--- src/rtl/decode_pkg.sv ---
// -----------------------------------------------------------------------------
// decode_pkg
// Shared definitions for the registered decode stage of the 16-bit ISA:
// instruction class / sub-op / function codes, ALU select constants, the packed
// datapath control struct and the combinational decode function.
// -----------------------------------------------------------------------------
package decode_pkg;

   localparam int CMD_W = 16;

   // Instruction class, COMMAND[15:14]
   typedef enum logic [1:0] {
      CLS_LD  = 2'b00,
      CLS_ST  = 2'b01,
      CLS_BR  = 2'b10,
      CLS_ALU = 2'b11
   } cls_e;

   // Legal sub-ops of the branch/immediate class, COMMAND[13:11]
   typedef enum logic [2:0] {
      SUB_LI  = 3'b000,
      SUB_B   = 3'b100,
      SUB_BCC = 3'b111
   } sub_e;

   // Function codes of the ALU class with special handling, COMMAND[7:4]
   localparam logic [3:0] FN_CMP = 4'b0101;
   localparam logic [3:0] FN_MOV = 4'b0110;
   localparam logic [3:0] FN_BAD = 4'b0111;
   localparam logic [3:0] FN_SRA = 4'b1011;  // last op that uses the address path
   localparam logic [3:0] FN_IN  = 4'b1100;  // last op that writes a register

   // Highest condition code BCC understands
   localparam logic [2:0] COND_MAX = 3'b011;

   // ALU select encodings
   localparam logic [3:0] ALU_ADD = 4'b0000;
   localparam logic [3:0] ALU_SUB = 4'b0001;
   localparam logic [3:0] ALU_AND = 4'b0010;
   localparam logic [3:0] ALU_OR  = 4'b0011;
   localparam logic [3:0] ALU_XOR = 4'b0100;
   localparam logic [3:0] ALU_SLL = 4'b1000;
   localparam logic [3:0] ALU_SLR = 4'b1001;
   localparam logic [3:0] ALU_SRL = 4'b1010;
   localparam logic [3:0] ALU_SRA = 4'b1011;
   localparam logic [3:0] ALU_IDT = 4'b1100;
   localparam logic [3:0] ALU_NON = 4'b1111;

   // Datapath controls plus the source-read enables the hazard check needs
   typedef struct packed {
      logic [3:0] s_alu;
      logic       sign_ex;
      logic       ar_mux;
      logic       br_mux;
      logic       input_mux;
      logic       adr_mux;
      logic       write;
      logic       write_enable;
      logic       pc_load;
      logic       illegal;
      logic       rd_a;
      logic       rd_b;
   } ctrl_t;

   localparam ctrl_t CTRL_RESET = '{
      s_alu:        ALU_NON,
      sign_ex:      1'b0,
      ar_mux:       1'b0,
      br_mux:       1'b0,
      input_mux:    1'b0,
      adr_mux:      1'b0,
      write:        1'b0,
      write_enable: 1'b0,
      pc_load:      1'b0,
      illegal:      1'b0,
      rd_a:         1'b0,
      rd_b:         1'b0
   };

   function automatic ctrl_t decode(input logic [CMD_W-1:0] cmd);
      ctrl_t      c;
      cls_e       cls;
      sub_e       sub;
      logic [2:0] cnd;
      logic [3:0] fn;

      cls = cls_e'(cmd[15:14]);
      sub = sub_e'(cmd[13:11]);
      cnd = cmd[10:8];
      fn  = cmd[7:4];

      // NOTE: every field gets a value before the case so no path leaves one
      // unassigned; in combinational code that is what keeps latches out.
      c        = CTRL_RESET;
      c.br_mux = (cls != CLS_BR);

      case (cls)
         CLS_ALU: begin
            c.sign_ex   = 1'b1;
            c.write     = (fn <= FN_IN);
            c.ar_mux    = (fn <= FN_MOV);
            c.adr_mux   = (fn <= FN_SRA);
            c.input_mux = (fn == FN_IN);
            c.illegal   = (fn == FN_BAD);
            c.rd_a      = (fn != FN_IN);
            c.rd_b      = (fn != FN_IN) && (fn != FN_MOV);
            case (fn)
               FN_CMP:  c.s_alu = ALU_SUB;
               FN_MOV:  c.s_alu = ALU_IDT;
               default: c.s_alu = fn;
            endcase
         end
         CLS_LD: begin
            c.write = 1'b1;
            c.s_alu = ALU_ADD;
            c.rd_b  = 1'b1;
         end
         CLS_ST: begin
            c.write_enable = 1'b1;
            c.s_alu        = ALU_ADD;
            c.rd_a         = 1'b1;
            c.rd_b         = 1'b1;
         end
         CLS_BR: begin
            c.adr_mux = 1'b1;
            case (sub)
               SUB_LI: begin
                  c.write = 1'b1;
                  c.s_alu = ALU_IDT;
               end
               SUB_B: begin
                  c.pc_load = 1'b1;
                  c.s_alu   = ALU_ADD;
               end
               SUB_BCC: begin
                  c.pc_load = 1'b1;
                  c.s_alu   = ALU_ADD;
                  c.illegal = (cnd > COND_MAX);
               end
               default: c.illegal = 1'b1;
            endcase
         end
      endcase

      // Illegal words still flow to execute, but must not change any state
      if (c.illegal) begin
         c.write        = 1'b0;
         c.write_enable = 1'b0;
         c.pc_load      = 1'b0;
         c.s_alu        = ALU_NON;
      end
      return c;
   endfunction

endpackage

--- src/rtl/decode_scoreboard.sv ---
// -----------------------------------------------------------------------------
// decode_scoreboard
// Per-register count of writes issued to execute but not yet retired. Flags a
// hazard when the held instruction reads a register with a pending write, or
// would push its destination past MAX_INFLIGHT outstanding writes.
//
// Ports
//   clk, rst             clock, synchronous active-high reset
//   rd_a_en, rd_a_addr   held instruction reads ra
//   rd_b_en, rd_b_addr   held instruction reads rb
//   wr_en, wr_addr       held instruction writes a register
//   issue                held instruction leaves the stage this cycle
//   wb_valid, wb_addr    a register write retires this cycle
//   hazard               held instruction must wait
// -----------------------------------------------------------------------------
module decode_scoreboard
   import decode_pkg::*;
#(
   parameter  int REG_COUNT    = 8,
   parameter  int MAX_INFLIGHT = 3,
   localparam int RA_W         = $clog2(REG_COUNT),
   localparam int CNT_W        = $clog2(MAX_INFLIGHT + 1)
) (
   input  logic            clk,
   input  logic            rst,
   input  logic            rd_a_en,
   input  logic [RA_W-1:0] rd_a_addr,
   input  logic            rd_b_en,
   input  logic [RA_W-1:0] rd_b_addr,
   input  logic            wr_en,
   input  logic [RA_W-1:0] wr_addr,
   input  logic            issue,
   input  logic            wb_valid,
   input  logic [RA_W-1:0] wb_addr,
   output logic            hazard
);

   localparam logic [CNT_W-1:0] CNT_FULL = CNT_W'(MAX_INFLIGHT);

   logic [CNT_W-1:0]     cnt [REG_COUNT];
   logic [REG_COUNT-1:0] inc_vec;
   logic [REG_COUNT-1:0] dec_vec;

   always_comb begin
      inc_vec = '0;
      dec_vec = '0;
      if (issue && wr_en) inc_vec[wr_addr] = 1'b1;
      if (wb_valid)       dec_vec[wb_addr] = 1'b1;
   end

   assign hazard = (rd_a_en && (cnt[rd_a_addr] != '0))
                || (rd_b_en && (cnt[rd_b_addr] != '0))
                || (wr_en   && (cnt[wr_addr] == CNT_FULL));

   // NOTE: the counter array is small and its zero state is architecturally
   // meaningful (no writes pending), so every entry is reset explicitly; it
   // is not a data memory that can be left uninitialised.
   always_ff @(posedge clk) begin
      if (rst) begin
         for (int r = 0; r < REG_COUNT; r++) cnt[r] <= '0;
      end else begin
         for (int r = 0; r < REG_COUNT; r++) begin
            // An issue and a retire on the same register cancel out. The hazard
            // check keeps an increment from ever wrapping past CNT_FULL.
            if (inc_vec[r] && !dec_vec[r])
               cnt[r] <= cnt[r] + CNT_W'(1);
            else if (dec_vec[r] && !inc_vec[r] && (cnt[r] != '0))
               cnt[r] <= cnt[r] - CNT_W'(1);
         end
      end
   end

endmodule

--- src/rtl/decode_stage.sv ---
// -----------------------------------------------------------------------------
// decode_stage
// Registered decoder between fetch and execute. Accepts one command and its PC
// through a valid/ready handshake, decodes it into the datapath control set and
// holds the result in a single pipeline register. The held instruction is only
// offered to execute once no pending register write blocks it.
// The 16-bit ISA has 3-bit register fields, so REG_COUNT must stay 8.
//
// Ports
//   CLK, RST                 clock, synchronous active-high reset
//   in_valid/in_ready        fetch handshake for COMMAND and in_pc
//   flush                    discard the held instruction
//   wb_valid, wb_addr        register write retiring in execute/writeback
//   out_valid/out_ready      execute handshake
//   out_pc                   PC of the held instruction
//   S_ALU ... PC_load        datapath controls
//   writeAddress, ra_addr,
//   rb_addr, cond            register fields and branch condition
//   illegal                  held instruction is an illegal encoding
//   stall                    held instruction is blocked by a hazard
// -----------------------------------------------------------------------------
module decode_stage
   import decode_pkg::*;
#(
   parameter  int PC_W         = 16,
   parameter  int REG_COUNT    = 8,
   parameter  int MAX_INFLIGHT = 3,
   localparam int RA_W         = $clog2(REG_COUNT)
) (
   input  logic            CLK,
   input  logic            RST,
   input  logic            in_valid,
   output logic            in_ready,
   input  logic [15:0]     COMMAND,
   input  logic [PC_W-1:0] in_pc,
   input  logic            flush,
   input  logic            wb_valid,
   input  logic [RA_W-1:0] wb_addr,
   output logic            out_valid,
   input  logic            out_ready,
   output logic [PC_W-1:0] out_pc,
   output logic [3:0]      S_ALU,
   output logic            signEx,
   output logic            AR_MUX,
   output logic            BR_MUX,
   output logic            INPUT_MUX,
   output logic            ADR_MUX,
   output logic            write,
   output logic            writeEnable,
   output logic            PC_load,
   output logic [RA_W-1:0] writeAddress,
   output logic [RA_W-1:0] ra_addr,
   output logic [RA_W-1:0] rb_addr,
   output logic [2:0]      cond,
   output logic            illegal,
   output logic            stall
);

   ctrl_t           dec_c;
   ctrl_t           held_c;
   logic            held_v;
   logic [PC_W-1:0] held_pc;
   logic [2:0]      held_ra;
   logic [2:0]      held_rb;   // rb, destination and branch condition share bits
   logic            hazard;
   logic            capture;
   logic            issue;

   assign dec_c = decode(COMMAND);

   assign out_valid = held_v && !hazard;
   assign stall     = held_v && hazard;
   assign issue     = out_valid && out_ready;
   // Ready depends only on stage state and the downstream side, never on in_valid
   assign in_ready  = !flush && (!held_v || issue);
   assign capture   = in_valid && in_ready;

   // NOTE: state registers use non-blocking assignments so every flop samples
   // the values from before the edge, independent of statement order.
   always_ff @(posedge CLK) begin
      if (RST) begin
         held_v  <= 1'b0;
         held_c  <= CTRL_RESET;
         held_pc <= '0;
         held_ra <= '0;
         held_rb <= '0;
      end else if (flush) begin
         held_v <= 1'b0;
      end else if (capture) begin
         held_v  <= 1'b1;
         held_c  <= dec_c;
         held_pc <= in_pc;
         held_ra <= COMMAND[13:11];
         held_rb <= COMMAND[10:8];
      end else if (issue) begin
         held_v <= 1'b0;
      end
   end

   // Flush leaves the counters alone: writes already issued still retire.
   decode_scoreboard #(
      .REG_COUNT    (REG_COUNT),
      .MAX_INFLIGHT (MAX_INFLIGHT)
   ) u_scoreboard (
      .clk       (CLK),
      .rst       (RST),
      .rd_a_en   (held_c.rd_a),
      .rd_a_addr (held_ra),
      .rd_b_en   (held_c.rd_b),
      .rd_b_addr (held_rb),
      .wr_en     (held_c.write),
      .wr_addr   (held_rb),
      .issue     (issue),
      .wb_valid  (wb_valid),
      .wb_addr   (wb_addr),
      .hazard    (hazard)
   );

   assign out_pc       = held_pc;
   assign S_ALU        = held_c.s_alu;
   assign signEx       = held_c.sign_ex;
   assign AR_MUX       = held_c.ar_mux;
   assign BR_MUX       = held_c.br_mux;
   assign INPUT_MUX    = held_c.input_mux;
   assign ADR_MUX      = held_c.adr_mux;
   assign write        = held_c.write;
   assign writeEnable  = held_c.write_enable;
   assign PC_load      = held_c.pc_load;
   assign illegal      = held_c.illegal;
   assign writeAddress = held_rb;
   assign ra_addr      = held_ra;
   assign rb_addr      = held_rb;
   assign cond         = held_rb;

endmodule

--- config.mk ---
export PLATFORM = sky130hd
export DESIGN_NAME = decode_stage
export DESIGN_NICKNAME = d
export VERILOG_FILES = /design/src/rtl/decode_pkg.sv /design/src/rtl/decode_scoreboard.sv /design/src/rtl/decode_stage.sv
export SDC_FILE = /design/constraint.sdc
export NUM_CORES = 1
export LEC_CHECK = 0
export ABC_AREA = 1
export BUFFER_PORTS_ARGS = -buffer_cell sky130_fd_sc_hd__buf_2
export CORE_UTILIZATION = 35
export CTS_CLUSTER_DIAMETER = 200
export DETAILED_ROUTE_END_ITERATION = 8
export MAX_ROUTING_LAYER = met4
export SLEW_MARGIN = 20
export SYNTH_ARGS = -nofsm -noshare
export SYNTH_HDL_FRONTEND = slang
export SYNTH_HIERARCHICAL = 1
export SYNTH_SLANG_ARGS = --single-unit
--- constraint.sdc ---
create_clock -name CLK -period 6.2 [get_ports CLK]
set_clock_uncertainty 0.05 [all_clocks]
set_input_delay 1.24 -clock CLK [delete_from_list [all_inputs] [get_ports CLK]]
set_output_delay 1.24 -clock CLK [all_outputs]
set_load 0.005 [all_outputs]
# Word level (Yosys, flattened, before mapping)
# Memories as Yosys holds them, arrays and structs flattened. A register that Yosys moved wholly into a read port is not among the register bits.
# Cells that the tools add are included.
[word_totals]
register_bits = 38
ram_bits = 16
in_bits = 41
out_inout_bits = 44
wordCells = 250
mem_count = 1
[mem_list]
columns = ["name", "words", "width", "read_ports", "rd_ports_with_merged_regs", "write_ports", "line_no", "rtl"]
rows = [
  ["u_scoreboard.cnt", 8, 2, 10, 2, 8, "decode_scoreboard.sv:40", "logic [CNT_W-1:0] cnt [REG_COUNT];"],
]
[op_classes]
n_addsub = 16
order_cmp = 8
eq_ne = 13
muxes = 103
n_bitwise = 17
n_reduce_logical = 76
[op_table]
columns = ["operator", "count"]
rows = [
  ["1-bit 2-to-1 mux", 67],
  ["1-bit logical AND", 36],
  ["2-bit 2-to-1 mux", 17],
  ["2-bit nonzero test", 11],
  ["1-bit logical NOT", 19],
  ["2-bit by 1-bit adder with 2-bit output, second input constant", 8],
  ["8-bit 2-to-1 mux", 2],
  ["1-bit bitwise OR", 16],
  ["4-bit case mux with 2 select lines", 2],
  ["2-bit by 1-bit subtractor with 2-bit output, second input constant", 8],
  ["3-bit 2-to-1 mux", 5],
  ["4-bit by 3-bit == test with 1-bit output, second input constant", 3],
  ["4-bit case mux with 3 select lines", 1],
  ["1-bit case mux with 2 select lines", 5],
  ["4-bit less-or-equal comparator, second input constant", 2],
  ["3-bit by 4-bit < comparator with 1-bit output, second input constant", 2],
  ["2-bit OR reduction", 4],
  ["1-bit demux with 3-bit select", 2],
  ["2-bit == test, second input constant", 3],
  ["3-bit == test, second input constant", 2],
  ["3-bit by 1-bit greater-or-equal comparator with 1-bit output, second input constant", 2],
  ["4-bit == test, second input constant", 1],
  ["4-bit by 3-bit less-or-equal comparator with 1-bit output, second input constant", 1],
  ["4-bit 2-to-1 mux", 1],
  ["other kinds (11)", 13],
]

# Logic depth before layout (Yosys ltp)
[logic_depth]
word_depth = 17
mapped_depth = 18
mapped_depth_nobuf = 17

# Cells and area by module
# Netlist, hierarchy kept.
[modules_own_cells]
columns = ["mod", "instances", "cells_per_inst", "area_per_inst_um2", "seq_area_each_um2"]
rows = [
  ["decode_stage", 1, 231, 1672.9, 760.7],
  ["decode_scoreboard", 1, 235, 1450.1, 480.5],
]

# Worst setup path after synthesis
# No wires, ideal clock.
[synth_path]
path_kind = "input-to-output"
startpoint = "in out_ready"
endpoint = "out in_ready"
arrival_time_ps = 1422
t_required_ps = 4910
setup_slack_ps = 3488
path_stages = 2
n_path_buf = 0
cell_sequence = "a21oi_1 -> nor2_1"
[synth_between]
elab_chain_cells = 3
[synth_lines]
columns = ["item", "line_no", "rtl"]
rows = [
  ["start, declared", "decode_stage.sv:40", "input logic out_ready,"],
  ["1-bit logical AND", "decode_stage.sv:73", "assign issue = out_valid && out_ready;"],
  ["1-bit logical OR", "decode_stage.sv:75", "assign in_ready = !flush && (!held_v || issue);"],
  ["1-bit logical AND", "decode_stage.sv:75", ""],
  ["end, declared", "decode_stage.sv:33", "output logic in_ready,"],
]
# No other way between the ends.

==> summary.md <==
| Metric | Value |
|---|---|
| Routed via count | `3130` |
| Fin. Hold Viols | `0` |
| Crit path arrival time | `between 2 and 2.5 ns` |
| CP required | `between 4 and 5 ns` |
| Design Power | `754.5 uW` |
| # resized after CTS | `0` |
| Routed wire length | `approximately 7500 um` |
| Nets | `approximately 570` |
| Sequential fraction of the synthesis area | `0.3974` |
| Clock Tree Buf Depth | `2` |
| Layout Cells excl Fill | `between 600 and 700` |
| CTS Hold Bufs | `0` |
| Die height | `about 96 um` |
| DR WL/cell | `11.72 um` |
| Main combinational cell family by area after synthesis | `simple AND/OR/NAND/NOR gates` |
| Max transition margin | `0.4870` |
| Yosys top cell area share | `0.2436` |
| DR iter-0 viols | `approximately 170` |
| Hold crit path type | `flop to flop` |
| Met2 WL | `3461 um` |
| Final worst path period share | `0.5784` |
| Final-report setup violation count | `0` |
| Yosys warning total | `6` |
| Remaining Overflow, GRT | `0` |
| Met3 Wirelength | `roughly 440 um` |
| Synth area leader | `dfxtp_1` |
| Synth top area cells | `dfxtp_1, nand2_1, edfxtp_1, nand3_1, inv_1` |
| Port-buffer cells | `80` |
| Synth Area in Adders | `0.004006` |
| Placed Cells incl. Taps | `around 630` |
| GRT Overall Usage | `0.1760` |
| Share of layout cells above drive strength 1 | `0.1857` |
| Clk slew on worst S/H paths | `approximately 0.10 ns` |
| Antenna diode count | `0` |
| Ys async rst share | `0` |
| DR top layer | `met4` |
| Post-CTS Setup Bufs | `0` |
| LEAKAGE | `about 1.8 nW` |
| H-tree depth | `2` |
| Yosys reg bits | `54` |
| Hold Path Depth | `2` |
| Starting Density | `0.3599` |
| VDD IR-drop max | `about 120 uV` |
| Hold Crit Endpoint | `writeEnable$_SDFFE_PP0P_` |
| Row count | `34` |
| Reg2Reg Depth | `12` |
| EDFF count, synth | `16` |
| Avg Vias per Cell | `4.883` |
| Antenna-violating nets left | `0` |
| Post-synthesis xor/xnor area fraction | `0` |
| Largest net degree at the start of global routing | `39` |
| First-pass GRT wire length | `approximately 13000 um` |
| Distinct cells, synth | `29` |
| Max Freq | `between 200 and 300 MHz` |
| Status | `completed` |
| Synth Area in Compound Gates | `0.1138` |
| Max Slew Vio Count | `0` |
| Setup slack, reg-to-reg | `between 3 and 4 ns` |
| Worst Setup Start Kind | `flop` |
| Synth Flop Type | `dfxtp_1` |
| Sink Count | `between 50 and 60` |
| Worst skew pair latency | `roughly 0.31 ns` |
| Worst Setup End Kind | `output pin` |
| DRC Markers | `0` |
| Placed Instance Area | `between 3000 and 4000 um2` |
| Setup TNS | `0 ns` |
| Crit path max fanout | `19` |
| Synthesized area per cell | `roughly 6.7 um2` |
| Worst r2r dst | `u_scoreboard/cnt[0][0]$_SDFFCE_PN0P_` |
| Min Tclk post-route | `3.586 ns` |
| I/O pin count | `85` |
| Detailed Routing Iterations Pass 1 | `4` |
| TritonCTS clock tree | `built` |
| Unrepaired setup endpoints after global routing | `false` |
| Mapped Nets | `508` |
| Post-synthesis cell count | `around 470` |
| Worst Tran Pin Value | `about 0.77 ns` |
| Detailed-route wire length on metal 1 | `between 3000 and 4000 um` |
| CTS root buf | `clkbuf_8` |
| Die X | `96.46 um` |
| CORE AREA | `8678 um2` |
| HPWL Detailed | `approximately 5700 um` |
| Number of global-route vias before repair | `roughly 2800` |
| Final setup margin | `approximately 2.6 ns` |
| Min-delay src | `writeEnable$_SDFFE_PP0P_` |
| Max cap viols | `0` |
| Final instance area | `roughly 3600 um2` |
| Multiplexer share of the synthesized area | `0` |
| Num CTS Buffers | `5` |
| PwrDens | `roughly 210 nW/um2` |
| Crit Path Category | `flop to output pin` |
| Synthesis-to-finish area growth | `15.62%` |
| Die area | `between 9000 and 10000 um2` |
| Initial antenna violation count | `0` |
| Dpl ws | `just under 3 ns` |
| Reg-to-reg critical path startpoint | `cond[0]$_SDFFE_PP0P_` |
| Simple-Gate Fraction of Synth Area | `0.3554` |
| Placer Congestion | `0.8451` |
| Mapped Area | `roughly 3100 um2` |
-- per-stage QoR --
stage	utilization	hold WS (ns)
after floorplan	-	0.3947
after global placement	0.4041	0.3990
after detailed placement	0.4041	0.4043
after CTS	0.4161	0.4209
after global routing	0.4161	0.4373
final	0.4161	0.4153
-- logic make-up (layout without fill, tap and decap cells) --
| kind of cell | after synthesis | count (layout) |
|---|---|---|
| AOI/OAI and AO/OA | 68 | 68 |
| adders and majority gates | 1 | 1 |
| buffers and inverters | 85 | 152 |
| DFF | 54 | 54 |
| and+or+nand+nor | 258 | 258 |
-- power breakdown --
| group | switching (mW) | leakage (nW) | internal (mW) |
|---|---|---|---|
| Sequential | 0.0172 | 0.475 | 0.384 |
| Clock | 0.124 | 0.0539 | 0.105 |
| Combinational | 0.0763 | 1.27 | 0.0477 |
-- final cells by class --
type,instances,area (um2)
Timing Repair Buffer,80,400.4
Tap cell,108,135.1
Inverter,64,252.7
Fill cell,974,5067
Clock buffer,7,97.59
Clock inverter,1,6.256
Multi-Input combinational cell,327,1478
Sequential cell,54,1241
-- cell usage in the layout, fill, tap and decap left out, types with 4 or more instances in the layout --
cell type  Yosys  routed
nor3_1         4       4
o21ai_0       19      19
a21oi_1       44      44
nand4_1        7       7
nand3_1       49      49
nand2_1      143     143
clkbuf_8       0       5
inv_1         60      60
dfxtp_1       38      38
buf_2          4      80
nor2_1        45      45
edfxtp_1      16      16
-- state kept, by name, indices dropped and copies added (netlist names), 2 cells and up --
name	count
S_ALU	4
u_scoreboard/cnt	16
ra_addr	3
out_pc	16
held_c	2
cond	3
-- routing by layer --
| layer | vias to the layer above | GRT usage |
|---|---|---|
| met5 | - | - |
| met4 | 0 | 0.04902 |
| met3 | 8 | 0.03834 |
| met2 | 80 | 0.2788 |
| met1 | 1419 | 0.2266 |
| li1 | 1623 | - |
-- synthesized netlist by cell type, types with 2 or more instances --
cell      number
inv_1         60
a21oi_1       44
nand2_2        2
o21ai_0       19
nor2_1        45
buf_6          4
nand2_1      143
buf_4         10
clkbuf_1       3
buf_2          4
nor3_1         4
dfxtp_1       38
inv_2          2
nor2_2         2
nand3_1       49
a211oi_1       2
nand4_1        7
nand3b_1       2
edfxtp_1      16
-- how the worst max path moves through the flow --
stage,from,end,slack (ns),cells past startpoint
floorplan,out_ready,in_ready,3.49,2
global placement,cond[0]$_SDFFE_PP0P_,in_ready,2.95,9
detailed placement,cond[0]$_SDFFE_PP0P_,in_ready,2.94,10
CTS,cond[0]$_SDFFE_PP0P_,in_ready,2.58,10
global route,cond[0]$_SDFFE_PP0P_,in_ready,2.31,10
finish,cond[0]$_SDFFE_PP0P_,in_ready,2.61,10
-- worst max-delay path, stage by stage (launching register included) --
cell	delay [ns]
dfxtp_1	0.83
inv_1	0.20
nand2_1	0.11
nand3_1	0.08
nand3_1	0.10
nand3_1	0.07
nand3_1	0.20
inv_1	0.06
a21oi_1	0.12
nor2_1	0.07
buf_2	0.12
(Power assumes the default switching activity.)
